`config.mk`:
```
export PLATFORM = sky130hd
export DESIGN_NAME = pwm_bank
export DESIGN_NICKNAME = d
export VERILOG_FILES = /design/src/rtl/pwm_bank.sv
export SDC_FILE = /design/constraint.sdc
export NUM_CORES = 1
export LEC_CHECK = 0
export ABC_AREA = 1
export ABC_CLOCK_PERIOD_IN_PS = 1750
export BUFFER_PORTS_ARGS = -buffer_cell sky130_fd_sc_hd__buf_2
export CORE_MARGIN = 5
export CORE_UTILIZATION = 25
export DETAILED_ROUTE_END_ITERATION = 10
export GPL_ROUTABILITY_DRIVEN = 0
export SLEW_MARGIN = 15
export SYNTH_ARGS = -nofsm -noshare
export SYNTH_HDL_FRONTEND = slang
export SYNTH_SLANG_ARGS = --single-unit
```
`constraint.sdc`:
```
create_clock -name clock -period 1.75 [get_ports clock]
set_input_delay 0.0875 -clock clock [delete_from_list [all_inputs] [get_ports clock]]
set_output_delay 0.0875 -clock clock [all_outputs]
set_load 0.01 [all_outputs]
```
`src/rtl/pwm_bank.sv`:
```
// pwm_bank: memory-mapped multi-channel PWM peripheral.
// A shared prescaled period counter drives CHANNELS duty comparators. Period and duty
// settings are double-buffered (pending -> active) and only change at a period boundary,
// while disabled, or one cycle after a LOAD write.
//
// Ports:
//   clock        system clock
//   reset        synchronous, active-low reset
//   write_enable bus write strobe
//   read_enable  bus read strobe
//   address      bus address; 16-word window at BASE_ADDR
//   write_data   bus write data
//   read_data    registered read data (0 after an unselected or absent read)
//   pulse        registered PWM outputs
//   period_tick  one-cycle strobe aligned with the counter-0 cycle after a wrap
module pwm_bank #(
   parameter int unsigned CHANNELS  = 4,
   parameter int unsigned WIDTH     = 8,
   parameter logic [15:0] BASE_ADDR = 16'h8000
) (
   input  logic                clock,
   input  logic                reset,
   input  logic                write_enable,
   input  logic                read_enable,
   input  logic [15:0]         address,
   input  logic [15:0]         write_data,
   output logic [15:0]         read_data,
   output logic [CHANNELS-1:0] pulse,
   output logic                period_tick
);

   logic                en_q, en_d;
   logic                inv_q, inv_d;
   logic                load_q, load_d;
   logic                status_q, status_d;
   logic                wrap_q, wrap_d;
   logic [WIDTH-1:0]    period_pend_q, period_pend_d;
   logic [WIDTH-1:0]    period_act_q, period_act_d;
   logic [WIDTH-1:0]    cnt_q, cnt_d;
   logic [15:0]         prescale_q, prescale_d;
   logic [15:0]         presc_cnt_q, presc_cnt_d;
   logic [15:0]         read_data_q, read_data_d;
   logic [CHANNELS-1:0] pulse_q, pulse_d;
   logic [WIDTH-1:0]    duty_pend_q [CHANNELS];
   logic [WIDTH-1:0]    duty_pend_d [CHANNELS];
   logic [WIDTH-1:0]    duty_act_q  [CHANNELS];
   logic [WIDTH-1:0]    duty_act_d  [CHANNELS];

   logic       sel, wr, rd;
   logic [3:0] offset;
   logic       step, wrap, shadow_load, run;

   assign sel    = (address[15:4] == BASE_ADDR[15:4]);
   assign offset = address[3:0];
   assign wr     = write_enable && sel;
   assign rd     = read_enable && sel;

   always_comb begin
      step        = en_q && (presc_cnt_q == prescale_q);
      wrap        = step && (cnt_q == period_act_q);
      // LOAD is applied from the registered flag, one cycle after the write.
      shadow_load = wrap || !en_q || load_q;
   end

   // Register writes and shadow copies.
   always_comb begin
      en_d          = en_q;
      inv_d         = inv_q;
      load_d        = 1'b0;
      status_d      = status_q;
      period_pend_d = period_pend_q;
      prescale_d    = prescale_q;
      duty_pend_d   = duty_pend_q;
      if (wr) begin
         case (offset)
            4'h0: begin
               en_d   = write_data[0];
               load_d = write_data[1];
               inv_d  = write_data[2];
            end
            4'h1: period_pend_d = write_data[WIDTH-1:0];
            4'h2: prescale_d    = write_data;
            4'h3: status_d      = 1'b0;
            default: begin
               for (int unsigned i = 0; i < CHANNELS; i++) begin
                  if (offset == 4'(i + 4)) duty_pend_d[i] = write_data[WIDTH-1:0];
               end
            end
         endcase
      end
      // A wrap in the same cycle as a STATUS write keeps the flag set.
      if (wrap) status_d = 1'b1;

      period_act_d = shadow_load ? period_pend_q : period_act_q;
      duty_act_d   = shadow_load ? duty_pend_q : duty_act_q;
   end

   // Prescaler, period counter and compare.
   always_comb begin
      // Enabling starts from 0 next cycle; disabling zeroes the counters at once.
      run         = en_q && en_d;
      presc_cnt_d = 16'd0;
      cnt_d       = '0;
      if (run) begin
         if (step) begin
            cnt_d = wrap ? '0 : cnt_q + WIDTH'(1);
         end else begin
            presc_cnt_d = presc_cnt_q + 16'd1;
            cnt_d       = cnt_q;
         end
      end
      wrap_d = wrap && en_d;
      for (int unsigned i = 0; i < CHANNELS; i++) begin
         pulse_d[i] = (en_q && (cnt_q < duty_act_q[i])) ^ inv_q;
      end
   end

   // Read mux; unselected or absent reads return 0.
   always_comb begin
      read_data_d = 16'd0;
      if (rd) begin
         case (offset)
            4'h0: read_data_d = {13'd0, inv_q, 1'b0, en_q};
            4'h1: read_data_d = 16'(period_pend_q);
            4'h2: read_data_d = prescale_q;
            4'h3: read_data_d = {15'd0, status_q};
            default: begin
               for (int unsigned i = 0; i < CHANNELS; i++) begin
                  if (offset == 4'(i + 4)) read_data_d = 16'(duty_pend_q[i]);
               end
            end
         endcase
      end
   end

   always_ff @(posedge clock) begin
      if (!reset) begin
         en_q          <= 1'b0;
         inv_q         <= 1'b0;
         load_q        <= 1'b0;
         status_q      <= 1'b0;
         wrap_q        <= 1'b0;
         period_pend_q <= {WIDTH{1'b1}};
         period_act_q  <= {WIDTH{1'b1}};
         cnt_q         <= '0;
         prescale_q    <= 16'd0;
         presc_cnt_q   <= 16'd0;
         read_data_q   <= 16'd0;
         pulse_q       <= '0;
         duty_pend_q   <= '{default: '0};
         duty_act_q    <= '{default: '0};
      end else begin
         en_q          <= en_d;
         inv_q         <= inv_d;
         load_q        <= load_d;
         status_q      <= status_d;
         wrap_q        <= wrap_d;
         period_pend_q <= period_pend_d;
         period_act_q  <= period_act_d;
         cnt_q         <= cnt_d;
         prescale_q    <= prescale_d;
         presc_cnt_q   <= presc_cnt_d;
         read_data_q   <= read_data_d;
         pulse_q       <= pulse_d;
         duty_pend_q   <= duty_pend_d;
         duty_act_q    <= duty_act_d;
      end
   end

   assign read_data   = read_data_q;
   assign pulse       = pulse_q;
   assign period_tick = wrap_q;

endmodule

```
After elaboration in Yosys (flattened, before gate mapping):

Index checks and enable logic that the tools add are counted.

* bits in registers: 145
* input port bits: 36
* output and inout port bits: 21

* add/subtract/negate cells: 2
* order comparisons: 4
* equality and inequality tests: 10
* mux-type cells: 11
* bitwise logic cells: 7
* reduce and logical (&&, ||, !) cells: 29

Operators by type and width (count)
* 16-bit one-hot mux with 4 select lines: 1
* 16-bit 2-to-1 mux: 3
* 8-bit < comparator: 4
* 16-bit by 1-bit adder with 16-bit output (second input constant): 1
* 16-bit == test: 1
* 4-bit by 3-bit == test with 1-bit output (second input constant): 4
* 8-bit 2-to-1 mux: 2
* 3-bit AND reduction: 5
* 12-bit == test (second input constant): 1
* 2-bit AND reduction: 6
* 1-bit logical AND: 10
* 8-bit by 1-bit adder with 8-bit output (second input constant): 1
* 4-bit by 2-bit == test with 1-bit output (second input constant): 2
* 8-bit == test: 1
* 1-bit 2-to-1 mux: 5
* 4-bit by 1-bit == test with 1-bit output (second input constant): 1
* 4-bit zero test: 1
* 2-bit nonzero test: 2
* 4-bit OR reduction: 1
* 1-bit XOR: 4
* 1-bit inverter: 3
* 3-bit OR reduction: 1
* 1-bit logical OR: 2
* 1-bit zero test: 1

Depth between registers and ports, before layout:

Gate-level depths: netlist of the first run.

* depth in word-level cells: 6
* gate-level depth with buffers: 13

Worst setup path after synthesis of the first run:

Ideal clock, no wire load.

* path type: register to register
* from: register cnt_q[5]
* to: register duty_act_q[0] (netlist bit)
* setup time: 0.114 ns
* arrival time: 1.505 ns
* slack: 0.131 ns
* cell stages (with the launch flop): 12
* clock period less this slack: 1.619 ns
* path through: dfxtp_1 inv_2 nand2_1 nand2_1 nor2_1 nand2_1 nor2_1 nand4_2 buf_6 buf_6 a21oi_2 nor2_1

* longest elaborated chain between the ends: 4

RTL lines
* start, declared: RTL line 39 `logic [WIDTH-1:0] cnt_q, cnt_d;`
* start signal, assigned: RTL line 160 `cnt_q <= cnt_d;`
* 8-bit == test: RTL line 60 `wrap = step && (cnt_q == period_act_q);`
* 1-bit logical AND: RTL line 60
* 1-bit logical OR (2 in a row): RTL line 62 `shadow_load = wrap || !en_q || load_q;`
* end signal, assigned: RTL line 166 `duty_act_q <= duty_act_d;`
* end, declared: RTL line 46 `logic [WIDTH-1:0] duty_act_q [CHANNELS];`

Every way passes these cells.
A chain may end at the register's enable or synchronous reset.

Worst setup path after layout of the first run:

* from: register prescale_q[8]
* to: register duty_act_q[23] (netlist bit)

* longest elaborated chain between the ends: 5

RTL lines
* start, declared: RTL line 40 `logic [15:0] prescale_q, prescale_d;`
* start signal, assigned: RTL line 161 `prescale_q <= prescale_d;`
* 16-bit == test: RTL line 59 `step = en_q && (presc_cnt_q == prescale_q);`
* 1-bit logical AND: RTL line 59
* 1-bit logical AND: RTL line 60
* 1-bit logical OR (2 in a row): RTL line 62

Every way passes these cells.

==> flow_summary_export.csv, run 1 <==
group,metric,value,unit
status,status,"complete, no violations",
logic_synthesis,synthSimpleGateAreaFrac,0.295,
sta,fin_tns_setup,0,ns
floorplanning,placeableCoreArea,28800,sq um
routing,drt_iter0_drc,647,
floorplanning,die_width,181,um
logic_synthesis,netlist_instances,1052,
logic_synthesis,synth_adder_area_share,0.0512,
cells_and_area,n_antenna_cell,0,
sta,fin_crit,1.73,ns
cts,clock_path_buffers,2,
logic_synthesis,yosys_warnings,0,
logic_synthesis,syn_nets,1118,
floorplanning,die-area,32800,sq um
routing,ant_nets,0,
worst_setup_path,critPathLaunchType,"register",
cts,cts_buffers,17,
cells_and_area,layout_commonest_cell,"nand2_1",
logic_synthesis,synth_xor_area_frac,0.00957,
sta,layout_setup_ws,0.0177,ns
cells_and_area,drive_above_1_share,0.264,
pwr,powerDensity,745,nW/um^2
logic_synthesis,synth-compound-area-share,0.142,
routing,drcViolationCount,0,
pwr,p_leak,4.17,nW
logic_synthesis,ys_seq_area_frac,0.396,
routing,wl_per_cell,14.5,um
cells_and_area,fillers,3017,
hold_path,min_path_type,"in2reg",
routing,dr_total_vias,7323,
worst_setup_path,worstSetupPathType,"reg2reg",
logic_synthesis,ys_ff_latch,145,
global_routing,track_usage,0.135,
logic_synthesis,synth_top_family_by_area,"simple AND/OR/NAND/NOR gates",
cells_and_area,area_delta_synth_final,34.8,%
sta,tightest_slew,0.514,ns
worst_setup_path,worstPathArrival,2.09,ns
logic_synthesis,synth_cell_types,38,
pwr,peakVddDrop,0.764,mV
cts,cts.sinks,145,
global_routing,grt_antenna_before_repair,0,
logic_synthesis,syn_area,7320,sq um
floorplanning,rows,62,
sta,setup_viol,0,
worst_setup_path,required,2.11,ns
sta,rsz0062_at_grt,"yes",
placed_design,dp_slack,-0.00183,ns
placed_design,port_buffers,56,
placed_design,dp_hpwl,16.8,mm
floorplanning,die_y,181,um
logic_synthesis,synth_mux_area_frac,0,
worst_setup_path,crit_path_cell_trace,"inv_1 -> nand2_2 -> and2_4 -> nand2_1 -> nor2_2 -> buf_6 -> nand4_4 -> buf_12 -> clkbuf_16 -> nand3_2 -> nand2_1 -> nor2_1",
floorplanning,ios,57,
logic_synthesis,syn_avg_cell_area,6.96,sq um
sta,hold_viol,0,
global_routing,grt_pass1_wl,36.0,mm
job,drv_cap,0,
worst_setup_path,cp-end-kind,"register",
global_routing,grt.overflow.total,0,
worst_setup_path,path_max_fanout,9,
sta,slew_viol_final,0,
routing,drt-pass1-iter-count,5,
cells_and_area,finalNonFillerCells,1606,
cts,cts_tree,"yes",
cts,htree_levels,4,
cts,ctsRootBufferMaster,"clkbuf_16",
pwr,finalPower,7.35,mW
worst_setup_path,path_buf_inv,4,
sta,whs,0.0285,ns
sta,period_share,0.990,
routing,drt_wl_total,23.3,mm
global_routing,grt_pass1_vias,6899,
sta,relSlewSlack,0.657,
worst_setup_path,critical-path-max-stage-delay,0.34,ns
sta,skew,0.0107,ns
worst_setup_path,crit_slowest_cell,"dfxtp_1",
cts,clock_latency,0.43,ns
cells_and_area,fin_nets,1275,
routing,via_per_inst,4.56,
cts,clkTransAtPathRegs,0.06,ns
global_routing,grt_max_degree,48,
worst_setup_path,cp_common_cell,"nand2_1",
cells_and_area,final_cell_mix,"nand2_1 (198), nor2_1 (157), inv_1 (134), dfxtp_1 (120), buf_4 (96)",
worst_setup_path,crit_family,"simple AND/OR/NAND/NOR gates",
placed_design,placedCellCount,1542,
floorplanning,initial_utilization,0.254,
sta,max_freq,0.577,GHz
## state kept, by name, summed over array words and instances (netlist names)
register,flops
duty_act_q,32
en_q,1
cnt_q,8
presc_cnt_q,16
period_tick,1
read_data,16
period_pend_q,8
load_q,1
status_q,1
pulse,4
duty_pend_q,32
prescale_q,16
inv_q,1
period_act_q,8
## final timing paths
kind,slack (ns),endpoint,depth (start not counted),start
worst max-delay path,0.02,duty_act_q[23],12,prescale_q[8]
worst min-delay path,0.03,load_q,3,write_data[1]
worst max register to register,0.02,duty_act_q[23],12,prescale_q[8]
worst min register to register,0.47,presc_cnt_q[0],1,presc_cnt_q[0]
## worst register-to-register path: stages, from the launching register on
cell and delay [ns]:
dfxtp_1 0.34, inv_1 0.07, nand2_2 0.08, and2_4 0.15
nand2_1 0.05, nor2_2 0.11, buf_6 0.13, nand4_4 0.12
buf_12 0.18, clkbuf_16 0.17, nand3_2 0.06, nand2_1 0.09
nor2_1 0.13
## power breakdown
part / total, mW / internal [mW] / switching, mW
logic: 0.218 / 0.0752 / 0.143
registers: 3.29 / 3.29 / 0.0000682
clock network: 3.84 / 2.31 / 1.53
## per-stage QoR
stage	instance area [sq um]	utilization
after global routing	9870	0.343
after global placement	8620	0.300
after detailed placement	8620	0.300
after CTS	9350	0.325
after floorplan	7320	-
final	9870	0.343
## synthesized netlist by cell type, drive strengths merged
cell       n  area [sq um]
a21oi     61           380
nor4       3          18.8
xor2       8          70.1
o22ai     10          62.6
a221oi     4          35.0
nor2     171           664
or2        1          6.26
a211oi    49           368
a31oi      6          37.5
dfxtp    145          2900
nor3      18          90.1
nand4      8          56.3
nand3b     1          7.51
clkinv     1          3.75
nand3     94           480
a21o       1          7.51
and2       1          6.26
nand2    220           828
inv      152           571
o2111ai    2          17.5
o211ai     1          7.51
ha        30           375
o21ai     24           120
o31ai      1          7.51
buf       19           120
clkbuf    21          80.1
## kinds of logic after synthesis
family | Yosys count
flip-flops | 145
AO/OA/AOI/OAI | 159
XOR/XNOR | 8
AND/OR/NAND/NOR | 517
buffers and inverters | 193
adder cells (fa/ha/maj) | 30
## cell type report
cell class | instances | area, sq um | share of cell area
multi-input combinational | 715 | 3890 | 0.394
timing repair buffer | 177 | 1370 | 0.139
sequential | 145 | 2940 | 0.298
clock inverter | 13 | 174 | 0.0176
clock buffer | 19 | 443 | 0.0449
inverter | 153 | 577 | 0.0584
tap | 384 | 480 | 0.0487
## metal layers
metal	track usage	vias to the layer above	share of wire
met5	0	-	0
met4	0.0432	0	0.021
met3	0.0201	41	0.051
met2	0.215	210	0.46
met1	0.187	3344	0.47
li1	-	3728	-
## timing repair
| item | CTS | global route |
|---|---|---|
| gates cloned | 0 | 9 |
| hold buffers | 10 | 0 |
| buffers inserted | 0 | 13 |
| endpoints found under the setup margin | 19 | 66 |
| endpoints found under the hold margin | 13 | 0 |
| gates resized for setup | 5 | 93 |
| pin swaps | 0 | 16 |
Power figures use the tool's default switching activity.
==> run 2, diff against run 1 <==
--- a/config.mk
+++ b/config.mk
@@ -12,6 +12,7 @@
 export CORE_UTILIZATION = 25
 export DETAILED_ROUTE_END_ITERATION = 10
 export GPL_ROUTABILITY_DRIVEN = 0
+export SETUP_SLACK_MARGIN = 0.1
 export SLEW_MARGIN = 15
 export SYNTH_ARGS = -nofsm -noshare
 export SYNTH_HDL_FRONTEND = slang
==> flow_summary_export.csv, run 2 (same netlist as run 1, synthesis figures left out) <==
group,metric,value,unit
cts,clock_latency,0.43,ns
floorplanning,initial_utilization,0.254,
global_routing,grt_pass1_wl,36.4,mm
routing,drt_iter0_drc,677,
global_routing,grt_pass1_vias,6961,
cts,cts.sinks,145,
cells_and_area,final_cell_mix,"nand2_1 (179), nor2_1 (138), inv_1 (129), dfxtp_1 (109), buf_4 (102)",
pwr,power_frac_seq,0.447,
worst_setup_path,worstPathArrival,2.02,ns
pwr,pwr-share-comb,0.030,
pwr,powerDensity,706,nW/um^2
worst_setup_path,critPathLaunchType,"register",
pwr,p_sw,1.68,mW
worst_setup_path,cp-end-kind,"register",
cells_and_area,final_cell_area,10400,sq um
routing,wl_per_cell,15.0,um
worst_setup_path,path_max_fanout,10,
job,drv_cap,0,
floorplanning,ios,57,
cells_and_area,finalNonFillerCells,1619,
cells_and_area,n_antenna_cell,0,
floorplanning,die_width,181,um
floorplanning,rows,62,
pwr,intPower,5.67,mW
global_routing,grt_antenna_before_repair,0,
sta,rsz0062_at_grt,"yes",
pwr,peakVddDrop,0.769,mV
cells_and_area,reg.largest.list,"duty_act_q x32, duty_pend_q x32",
cells_and_area,drive_above_1_share,0.335,
cts,cts_buffers,17,
sta,period_share,0.975,
worst_setup_path,worstSetupPathType,"reg2reg",
routing,drcViolationCount,0,
sta,tightest_slew,0.528,ns
cts,clock_path_buffers,2,
cts,htree_levels,4,
sta,slew_viol_final,0,
sta,max_freq,0.586,GHz
placed_design,dp_hpwl,16.8,mm
routing,drt_wl_total,24.3,mm
global_routing,track_usage,0.136,
cells_and_area,fin_nets,1288,
global_routing,grt_max_degree,48,
routing,dr_total_vias,7449,
sta,fin_crit,1.71,ns
pwr,p_leak,4.33,nW
pwr,finalPower,7.35,mW
placed_design,placed_area,8620,sq um
placed_design,dp_slack,-0.00183,ns
pwr,clockPowerShare,0.523,
worst_setup_path,required,2.07,ns
placed_design,placedCellCount,1542,
hold_path,min_path_type,"in2reg",
sta,relSlewSlack,0.648,
cells_and_area,area_delta_synth_final,42.1,%
pwr,p_sw_frac,0.228,
floorplanning,die-area,32800,sq um
routing,via_per_inst,4.60,
sta,hold_viol,0,
placed_design,port_buffers,56,
floorplanning,placeableCoreArea,28800,sq um
cells_and_area,layout_commonest_cell,"nand2_1",
sta,skew,0.0130,ns
global_routing,grt.overflow.total,0,
floorplanning,die_y,181,um
cts,ctsRootBufferMaster,"clkbuf_16",
sta,layout_setup_ws,0.0433,ns
routing,ant_nets,0,
sta,setup_viol,0,
cts,cts_tree,"yes",
status,status,"complete, no violations",
routing,drt-pass1-iter-count,5,
cts,clkTransAtPathRegs,0.06,ns
[run 2: worst max-delay path, cell delays in order, from the launching register on]
cell and delay [ns]:
dfxtp_2 0.36, inv_2 0.05, nand2_2 0.07, nand2_1 0.05, nor2_1 0.12, nand2_2 0.08
nor2_4 0.15, nand4_4 0.14, buf_6 0.18, clkbuf_16 0.17, a21oi_1 0.15, nor2_1 0.07
[run 2: power groups by stage]
stage	registers (mW)	logic, mW	clock network (mW)
global route	3.28	0.237	4.04
global placement	3.37	0.194	0
CTS	3.30	0.213	3.89
floorplan	3.37	0.0898	0
detailed placement	3.37	0.195	0
finish	3.29	0.219	3.85
[run 2: path summary, 6_finish.rpt]
| path | startpoint | end | slack [ns] | cells past startpoint |
|---|---|---|---|---|
| setup / recovery | presc_cnt_q[9] | duty_act_q[26] | 0.04 | 11 |
| hold / removal | write_data[2] | period_pend_q[2] | 0.03 | 3 |
| setup reg to reg | presc_cnt_q[9] | duty_act_q[26] | 0.04 | 11 |
| hold reg to reg | presc_cnt_q[0] | presc_cnt_q[0] | 0.47 | 1 |
[run 2: cell type report]
| cell class | count | area [sq um] |
|---|---|---|
| Fill cell | 2946 | 18400 |
| Multi-Input combinational cell | 715 | 4230 |
| Sequential cell | 145 | 2970 |
| Timing Repair Buffer | 190 | 1530 |
| Inverter | 153 | 582 |
| Tap cell | 384 | 480 |
| Clock buffer | 19 | 443 |
| Clock inverter | 13 | 174 |
[run 2: metal layers]
| metal | wire (um) | vias up | global-route usage |
|---|---|---|---|
| li1 | - | 3757 | - |
| met1 | 11300 | 3471 | 0.187 |
| met2 | 11500 | 184 | 0.220 |
| met3 | 955 | 37 | 0.0201 |
| met4 | 542 | 0 | 0.0453 |
| met5 | 0 | - | 0 |
[run 2: per-stage QoR]
stage          hold WS, ns  setup TNS, ns  utilization
6_report            0.0299              0        0.362
5_1_grt             0.0361         -0.444        0.362
3_5_place_dp         0.376       -0.00183        0.300
2_1_floorplan        0.207              0            -
4_1_cts            0.00750              0        0.330
3_3_place_gp         0.374              0        0.300
[run 2: repair_timing]
item,4_1_cts,5_1_grt
hold buffers,10,0
setup endpoints to repair,63,69
resized for setup,26,189
pin swaps,2,51
setup buffers,7,20
hold endpoints to repair,13,0
cloned,2,8
